[config.mk]
export PLATFORM = sky130hd
export DESIGN_NAME = spi_master_multimode
export DESIGN_NICKNAME = d
export VERILOG_FILES = /design/src/rtl/spi_master_multimode.sv
export SDC_FILE = /design/constraint.sdc
export NUM_CORES = 1
export LEC_CHECK = 0
export CAP_MARGIN = 20
export CORE_MARGIN = 8
export CORE_UTILIZATION = 49
export CTS_CLUSTER_DIAMETER = 200
export DETAILED_ROUTE_END_ITERATION = 8
export PLACE_DENSITY = 0.76
export SYNTH_ARGS = -nofsm -noshare
export SYNTH_HDL_FRONTEND = slang
export SYNTH_SLANG_ARGS = --single-unit
[constraint.sdc]
create_clock -name clk -period 2 [get_ports clk]
set_input_delay 0.4 -clock clk [delete_from_list [all_inputs] [get_ports clk]]
set_output_delay 0.4 -clock clk [all_outputs]
set_load 0.005 [all_outputs]
[src/rtl/spi_master_multimode.sv]
// SPI master: one transfer at a time, run-time CPOL/CPHA, selectable chip enable, start/busy/done handshake.
// Latency: done pulses 1 + (2*DATA_W+1)*CLK_DIV cycles after the accept edge; requests are ignored while busy.
module spi_master_multimode #(
    parameter int DATA_W    = 8,
    parameter int CLK_DIV   = 2,
    parameter int NUM_CS    = 2,
    parameter int LSB_FIRST = 0,
    localparam int CS_W     = (NUM_CS > 1) ? $clog2(NUM_CS) : 1
) (
    input  logic              clk,
    input  logic              rst_n,
    input  logic              SPI_start,
    input  logic [DATA_W-1:0] data_in,
    input  logic              cpol,
    input  logic              cpha,
    input  logic [CS_W-1:0]   cs_sel,
    input  logic              SPI_MISO,
    output logic              SPI_MOSI,
    output logic              SPI_CLK,
    output logic [NUM_CS-1:0] SPI_EN,
    output logic              busy,
    output logic              done,
    output logic [DATA_W-1:0] data_out
);

    localparam int CNT_W = $clog2(2 * DATA_W + 1);
    localparam int DIV_W = (CLK_DIV > 1) ? $clog2(CLK_DIV) : 1;
    localparam logic [CNT_W-1:0] LAST_EDGE = CNT_W'(2 * DATA_W);
    localparam logic [DIV_W-1:0] DIV_MAX   = DIV_W'(CLK_DIV - 1);

    typedef enum logic [1:0] {IDLE, SETUP, XFER, HOLD} state_t;

    state_t              state_q, state_d;
    logic [DIV_W-1:0]    div_q, div_d;
    logic [CNT_W-1:0]    edge_q, edge_d;
    logic [DATA_W-1:0]   tx_q, tx_d;
    logic [DATA_W-1:0]   rx_q, rx_d;
    logic [DATA_W-1:0]   dout_q, dout_d;
    logic [NUM_CS-1:0]   en_q, en_d;
    logic                mosi_q, mosi_d;
    logic                sclk_q, sclk_d;
    logic                cpol_q, cpol_d;
    logic                cpha_q, cpha_d;
    logic                done_q, done_d;

    logic                tick;
    logic                cs_ok;
    logic                tx_bit;
    logic                first_bit;
    logic                leading;
    logic [CNT_W-1:0]    next_edge;
    logic [DATA_W-1:0]   tx_shift;
    logic [DATA_W-1:0]   first_shift;
    logic [DATA_W-1:0]   rx_shift;

    // Bit-order helpers: the same order is used to shift out and to assemble received bits.
    always_comb begin
        if (LSB_FIRST != 0) begin
            tx_bit      = tx_q[0];
            tx_shift    = {1'b0, tx_q[DATA_W-1:1]};
            first_bit   = data_in[0];
            first_shift = {1'b0, data_in[DATA_W-1:1]};
            rx_shift    = {SPI_MISO, rx_q[DATA_W-1:1]};
        end else begin
            tx_bit      = tx_q[DATA_W-1];
            tx_shift    = {tx_q[DATA_W-2:0], 1'b0};
            first_bit   = data_in[DATA_W-1];
            first_shift = {data_in[DATA_W-2:0], 1'b0};
            rx_shift    = {rx_q[DATA_W-2:0], SPI_MISO};
        end
    end

    assign tick      = (div_q == DIV_MAX);
    assign cs_ok     = (int'(cs_sel) < NUM_CS);
    assign next_edge = edge_q + CNT_W'(1);
    assign leading   = next_edge[0];

    always_comb begin
        state_d = state_q;
        div_d   = div_q;
        edge_d  = edge_q;
        tx_d    = tx_q;
        rx_d    = rx_q;
        dout_d  = dout_q;
        en_d    = en_q;
        mosi_d  = mosi_q;
        sclk_d  = sclk_q;
        cpol_d  = cpol_q;
        cpha_d  = cpha_q;
        done_d  = 1'b0;

        case (state_q)
            IDLE: begin
                div_d  = '0;
                edge_d = '0;
                // done_q marks the last busy cycle; the next request is taken one cycle later.
                if (SPI_start && !done_q && cs_ok) begin
                    state_d = SETUP;
                    cpol_d  = cpol;
                    cpha_d  = cpha;
                    sclk_d  = cpol;
                    en_d    = NUM_CS'(1) << cs_sel;
                    rx_d    = '0;
                    if (cpha) begin
                        tx_d   = data_in;
                        mosi_d = 1'b0;
                    end else begin
                        tx_d   = first_shift;
                        mosi_d = first_bit;
                    end
                end
            end
            SETUP, XFER: begin
                div_d = tick ? '0 : div_q + DIV_W'(1);
                if (tick) begin
                    sclk_d = ~sclk_q;
                    edge_d = next_edge;
                    // Drive edges are leading for cpha=1 and trailing for cpha=0; the other edges sample.
                    if (leading == cpha_q) begin
                        if (next_edge != LAST_EDGE) begin
                            mosi_d = tx_bit;
                            tx_d   = tx_shift;
                        end
                    end else begin
                        rx_d = rx_shift;
                    end
                    state_d = (next_edge == LAST_EDGE) ? HOLD : XFER;
                end
            end
            HOLD: begin
                div_d = tick ? '0 : div_q + DIV_W'(1);
                if (tick) begin
                    state_d = IDLE;
                    done_d  = 1'b1;
                    dout_d  = rx_q;
                    en_d    = '0;
                    mosi_d  = 1'b0;
                    div_d   = '0;
                    edge_d  = '0;
                end
            end
            default: state_d = IDLE;
        endcase
    end

    always_ff @(posedge clk or negedge rst_n) begin
        if (!rst_n) begin
            state_q <= IDLE;
            div_q   <= '0;
            edge_q  <= '0;
            tx_q    <= '0;
            rx_q    <= '0;
            dout_q  <= '0;
            en_q    <= '0;
            mosi_q  <= 1'b0;
            sclk_q  <= 1'b0;
            cpol_q  <= 1'b0;
            cpha_q  <= 1'b0;
            done_q  <= 1'b0;
        end else begin
            state_q <= state_d;
            div_q   <= div_d;
            edge_q  <= edge_d;
            tx_q    <= tx_d;
            rx_q    <= rx_d;
            dout_q  <= dout_d;
            en_q    <= en_d;
            mosi_q  <= mosi_d;
            sclk_q  <= sclk_d;
            cpol_q  <= cpol_d;
            cpha_q  <= cpha_d;
            done_q  <= done_d;
        end
    end

    assign SPI_MOSI = mosi_q;
    assign SPI_CLK  = sclk_q;
    assign SPI_EN   = en_q;
    assign done     = done_q;
    assign data_out = dout_q;
    assign busy     = (state_q != IDLE) | done_q;

endmodule

### After elaboration in Yosys (flattened, before gate mapping)

Index checks and enable logic that the tools add are counted.

* logic and storage cells: 79
* latch bits: 0
* input port bits: 15
* memories: 0
* output and inout bits: 14
* memory bits (read-only): 0
* register bits after elaboration: 38
* RAM bits: 0

* multipliers: 0
* bitwise logic cells: 2
* add/sub/neg operators: 2
* multiplexer cells: 34
* div/mod/pow operators: 0
* eq/ne operators: 12
* reduce and logical (&&, ||, !) cells: 17
* shifts and indexed selects: 1
* magnitude comparators: 0

Operators with widths (count)
* 8-bit two-way mux: 8
* 8-bit one-hot mux with 2 select lines: 2
* 5-bit one-hot mux with 3 select lines: 1
* 1-bit two-way mux: 12
* 2-bit != test, second input constant: 6
* 5-bit two-way mux: 2
* 5-bit AND reduction: 2
* 3-bit AND reduction: 3
* 2-bit two-way mux: 4
* 2-bit one-hot mux with 3 select lines: 1
* 2-bit AND reduction: 3
* 2-bit nonzero test: 3
* 5-bit by 1-bit adder with 5-bit output, second input constant: 1
* 5-bit == test, second input constant: 1
* 5-bit != test, second input constant: 1
* 2-bit == test, second input constant: 2
* 1-bit one-hot mux with 2 select lines: 2
* 2-bit one-hot mux with 2 select lines: 1
* 4-bit AND reduction: 1
* 1-bit one-hot mux with 3 select lines: 1
* 3-bit OR reduction: 1
* 2-bit by 1-bit == test with 1-bit output, second input constant: 1
* 2-bit zero test: 1
* 2-bit OR reduction: 1
* 7 further kinds: 7

### Depth between registers and ports, before layout

* word-level depth: 6
* gate-level depth with buffers: 8
* mapped depth without buffers: 6

### Least setup slack after synthesis

OpenSTA, ideal clock, no wires.

* path type: reg-to-reg
* from: reg state_q[0]
* to: reg tx_q[0]
* buffers on the path: 1
* data required time: 1875 ps
* stages on the path, launching flop included: 8
* data arrival time: 1742 ps
* clock period less this slack: 1867 ps
* setup time: 125 ps
* setup slack: 133 ps
* path through: dfrtp_1 > inv_1 > ha_1 > buf_6 > mux2i_2 > a221oi_4 > o21ai_4 > mux2_4

* cells in the longest elaborated chain, start to end: 4
* elaborated cells between the ends (all ways): 11
* classes of those cells: eq/ne: 6; mux: 1; reduce/logical: 4

Ends and longest elaborated chain
* start: declaration: RTL line 33 `state_t state_q, state_d;`
* start signal: assignment: RTL line 161 `state_q <= state_d;`
* 2-bit by 1-bit == test with 1-bit output or 2-bit == test (tied branches): RTL line 92 `case (state_q)`
* 2-bit OR reduction: RTL line 92
* 2-bit != test (no line) or 2-bit nonzero test (tied branches)
* 5-bit AND reduction (no line)
* end signal: assignment: RTL line 164 `tx_q <= tx_d;`
* end: declaration: RTL line 36 `logic [DATA_W-1:0] tx_q, tx_d;`

Parallel ways exist; a longest one is shown, timed or not.
A chain may end at the register's enable or synchronous reset.

### Worst setup path after layout

* from: reg state_q[1]
* to: reg tx_q[4]

The elaborated chain is that of the path after synthesis.

==> flow_metrics.tcl <==
set metrics [dict create \
    drc 0 \
    cts_inserted_buffers 5 \
    area_delta_synth_final_pct 23.41 \
    postSynthCellCount 173 \
    start_kind "flop" \
    clock_skew_ns 0.007565 \
    cts_buffer_depth 2 \
    clockRootBuffer "clkbuf_8" \
    max-cap-violations 0 \
    vias 1474 \
    hold_path.class "flop to flop" \
    final.fill_count 328 \
    track_usage 0.1449 \
    fin_crit_ns 1.930 \
    path_clk_slew_ns 0.07 \
    power_density_nw_per_um2 1783 \
    crit_arrival_ns 2.10 \
    setup_viol 0 \
    final-hold-violation-count 0 \
    fmax_mhz 518.1 \
    synth-seq-cells 38 \
    place_congestion 0.7891 \
    viasPerCell 5.691 \
    seq_area_frac_synth 0.4732 \
    criticalPathCategory "flop to flop" \
    num_rows 23 \
    cp.required_ns 2.17 \
    outcome "finished clean" \
    worstSkewPairLatency_ns 0.29 \
    dp_cells 250 \
    ys_async_sr_fraction 1.000 \
    die_w_um 80.04 \
    worst_pin_slew_ns 0.4716 \
    worstPathMaxFanout 19 \
    ys.flop_type "dfrtp_1" \
    crit_path_end_kind "flop" \
    numClockSinks 38 \
    grt_pass1_vias 1516 \
    netlist_area_um2 2009 \
    grt_max_degree 39 \
    drt-total-wl_um 4271 \
    final_area_um2 2480 \
    first_iter_violations 53 \
    h-tree-depth 2 \
    cts_tree "done" \
    layout.nets 227 \
    final_cells 259 \
    io-pin-count 29 \
    io_buffers 28 \
    die-area_um2 6406 \
    synth-warning-count 0 \
    initial_core_util 0.5060 \
    syn_area_per_cell_um2 11.62 \
    p_leak_nw 1.154 \
    grt_pass1_wl_um 7286 \
    core-area_um2 3971 \
    final_cell_mix "dfrtp_1 (38), clkdlybuf4s50_1 (27), nand2_1 (18), a22o_1 (18), mux2_1 (10)" \
    postCtsHoldBufs 0 \
    drv_slew 0 \
    final_layout_size_suffix_gt1_frac 0.1627 \
    finalCritPeriodShare 0.9650 \
    grt_remaining_overflow 0 \
    routedWlPerCell_um 16.49 \
    final_common_cell "dfrtp_1" \
    antenna_found_initial 0 \
    utilization 0.6244 \
    synth_edf_count 0 \
    firstDrtPassIters 4 \
    synth_fp_nets 192 \
    die_h_um 80.04 \
    ant_nets 0 \
    relSlewSlack 0.6856 \
    diodes 0 \
    yosys.cell_types.count 37 \
    dpl_cell_area_um2 2361 \
    place_hpwl_um 3041 \
    irDropWorstVdd_mv 0.6415 \
]
==> where the power goes <==
group	internal, W	switching, W
Sequential	0.00110	0.000259
Clock	0.000278	0.000251
Combinational	0.00132	0.00122
==> sequential cells by signal, summed over array words and instances, names as in the netlist <==
signal	count
tx_q	8
SPI_EN	2
SPI_CLK	1
data_out	8
cpha_q	1
SPI_MOSI	1
edge_q	5
state_q	2
div_q	1
rx_q	8
done	1
==> kinds of logic after synthesis <==
family	after synthesis	share of synthesized area
xor+xnor	2	0.01246
compound gates	49	0.1955
mux	27	0.1625
buf+inv	16	0.04047
flops	38	0.4732
fa+ha+maj	4	0.02491
simple gates	37	0.09091
==> critical path, cell delays in order, from the launching register on <==
cell      delay [ns]
dfrtp_1         0.38
inv_1           0.10
ha_2            0.33
buf_6           0.18
a221oi_4        0.29
o21ai_4         0.18
mux2_4          0.33
==> path summary, 6_finish.rpt <==
| check | from | endpoint | slack (ns) | cells after the start |
|---|---|---|---|---|
| max | state_q[1] | tx_q[4] | 0.07 | 6 |
| min | data_out[0] | data_out[0] | 0.49 | 1 |
| max reg2reg | state_q[1] | tx_q[4] | 0.07 | 6 |
| min reg2reg | data_out[0] | data_out[0] | 0.49 | 1 |
| max in group asynchronous | rst_n | edge_q[0] | 1.13 | 2 |
| min in group asynchronous | rst_n | tx_q[2] | 0.53 | 2 |
==> repair_timing <==
item                                    CTS  global route
endpoints found under the setup margin    1             9
pin swaps                                 0             0
setup buffers                             1             0
resized for setup                         1             4
==> cell usage after synthesis (2+ instances only) <==
master | n | area [um^2]
dfrtp_1 | 38 | 950.9
a22o_1 | 18 | 157.7
nand2_1 | 18 | 67.56
mux2_1 | 10 | 112.6
o21ai_0 | 9 | 45.04
mux2_4 | 8 | 120.1
mux2i_1 | 8 | 80.08
inv_1 | 6 | 22.52
o21ai_1 | 6 | 30.03
nand3_1 | 5 | 25.02
a21o_1 | 4 | 30.03
clkbuf_1 | 4 | 15.01
ha_1 | 4 | 50.05
a21oi_1 | 3 | 15.01
buf_4 | 3 | 22.52
nand3b_1 | 3 | 22.52
nor2_1 | 3 | 11.26
buf_2 | 2 | 10.01
nor2b_1 | 2 | 12.51
nor3_1 | 2 | 10.01
==> routing by layer <==
layer,up-vias,global-route usage,routed length [um]
met5,-,0,0
met4,0,0.06545,66
met3,6,0.05293,253
met2,29,0.2288,2071
met1,745,0.1713,1879
li1,694,-,-
==> final cells by class <==
| type | count | area, um^2 | area share |
|---|---|---|---|
| repair buffers | 38 | 357.8 | 0.1443 |
| well taps | 50 | 62.56 | 0.02523 |
| flip-flops and latches | 38 | 950.9 | 0.3835 |
| clock buffers | 7 | 86.33 | 0.03481 |
| inverters | 6 | 22.52 | 0.009082 |
| multi-input cells | 119 | 994.7 | 0.4011 |
| clock inverters | 1 | 5.005 | 0.002018 |
==> through the flow <==
step | hold WS (ns) | power [W] | worst slack, ns | TNS [ns]
finish | 0.4944 | 0.004421 | 0.07004 | 0
global route | 0.5140 | 0.004767 | -0.01455 | -0.04573
CTS | 0.4968 | 0.004370 | 0.06443 | 0
detailed placement | 0.4806 | 0.003809 | -0.01953 | -0.1301
global placement | 0.4772 | 0.003674 | 0.04315 | 0
floorplan | 0.1044 | 0.003081 | 0.1329 | 0
No activity file was read; power rests on OpenSTA's default activity.
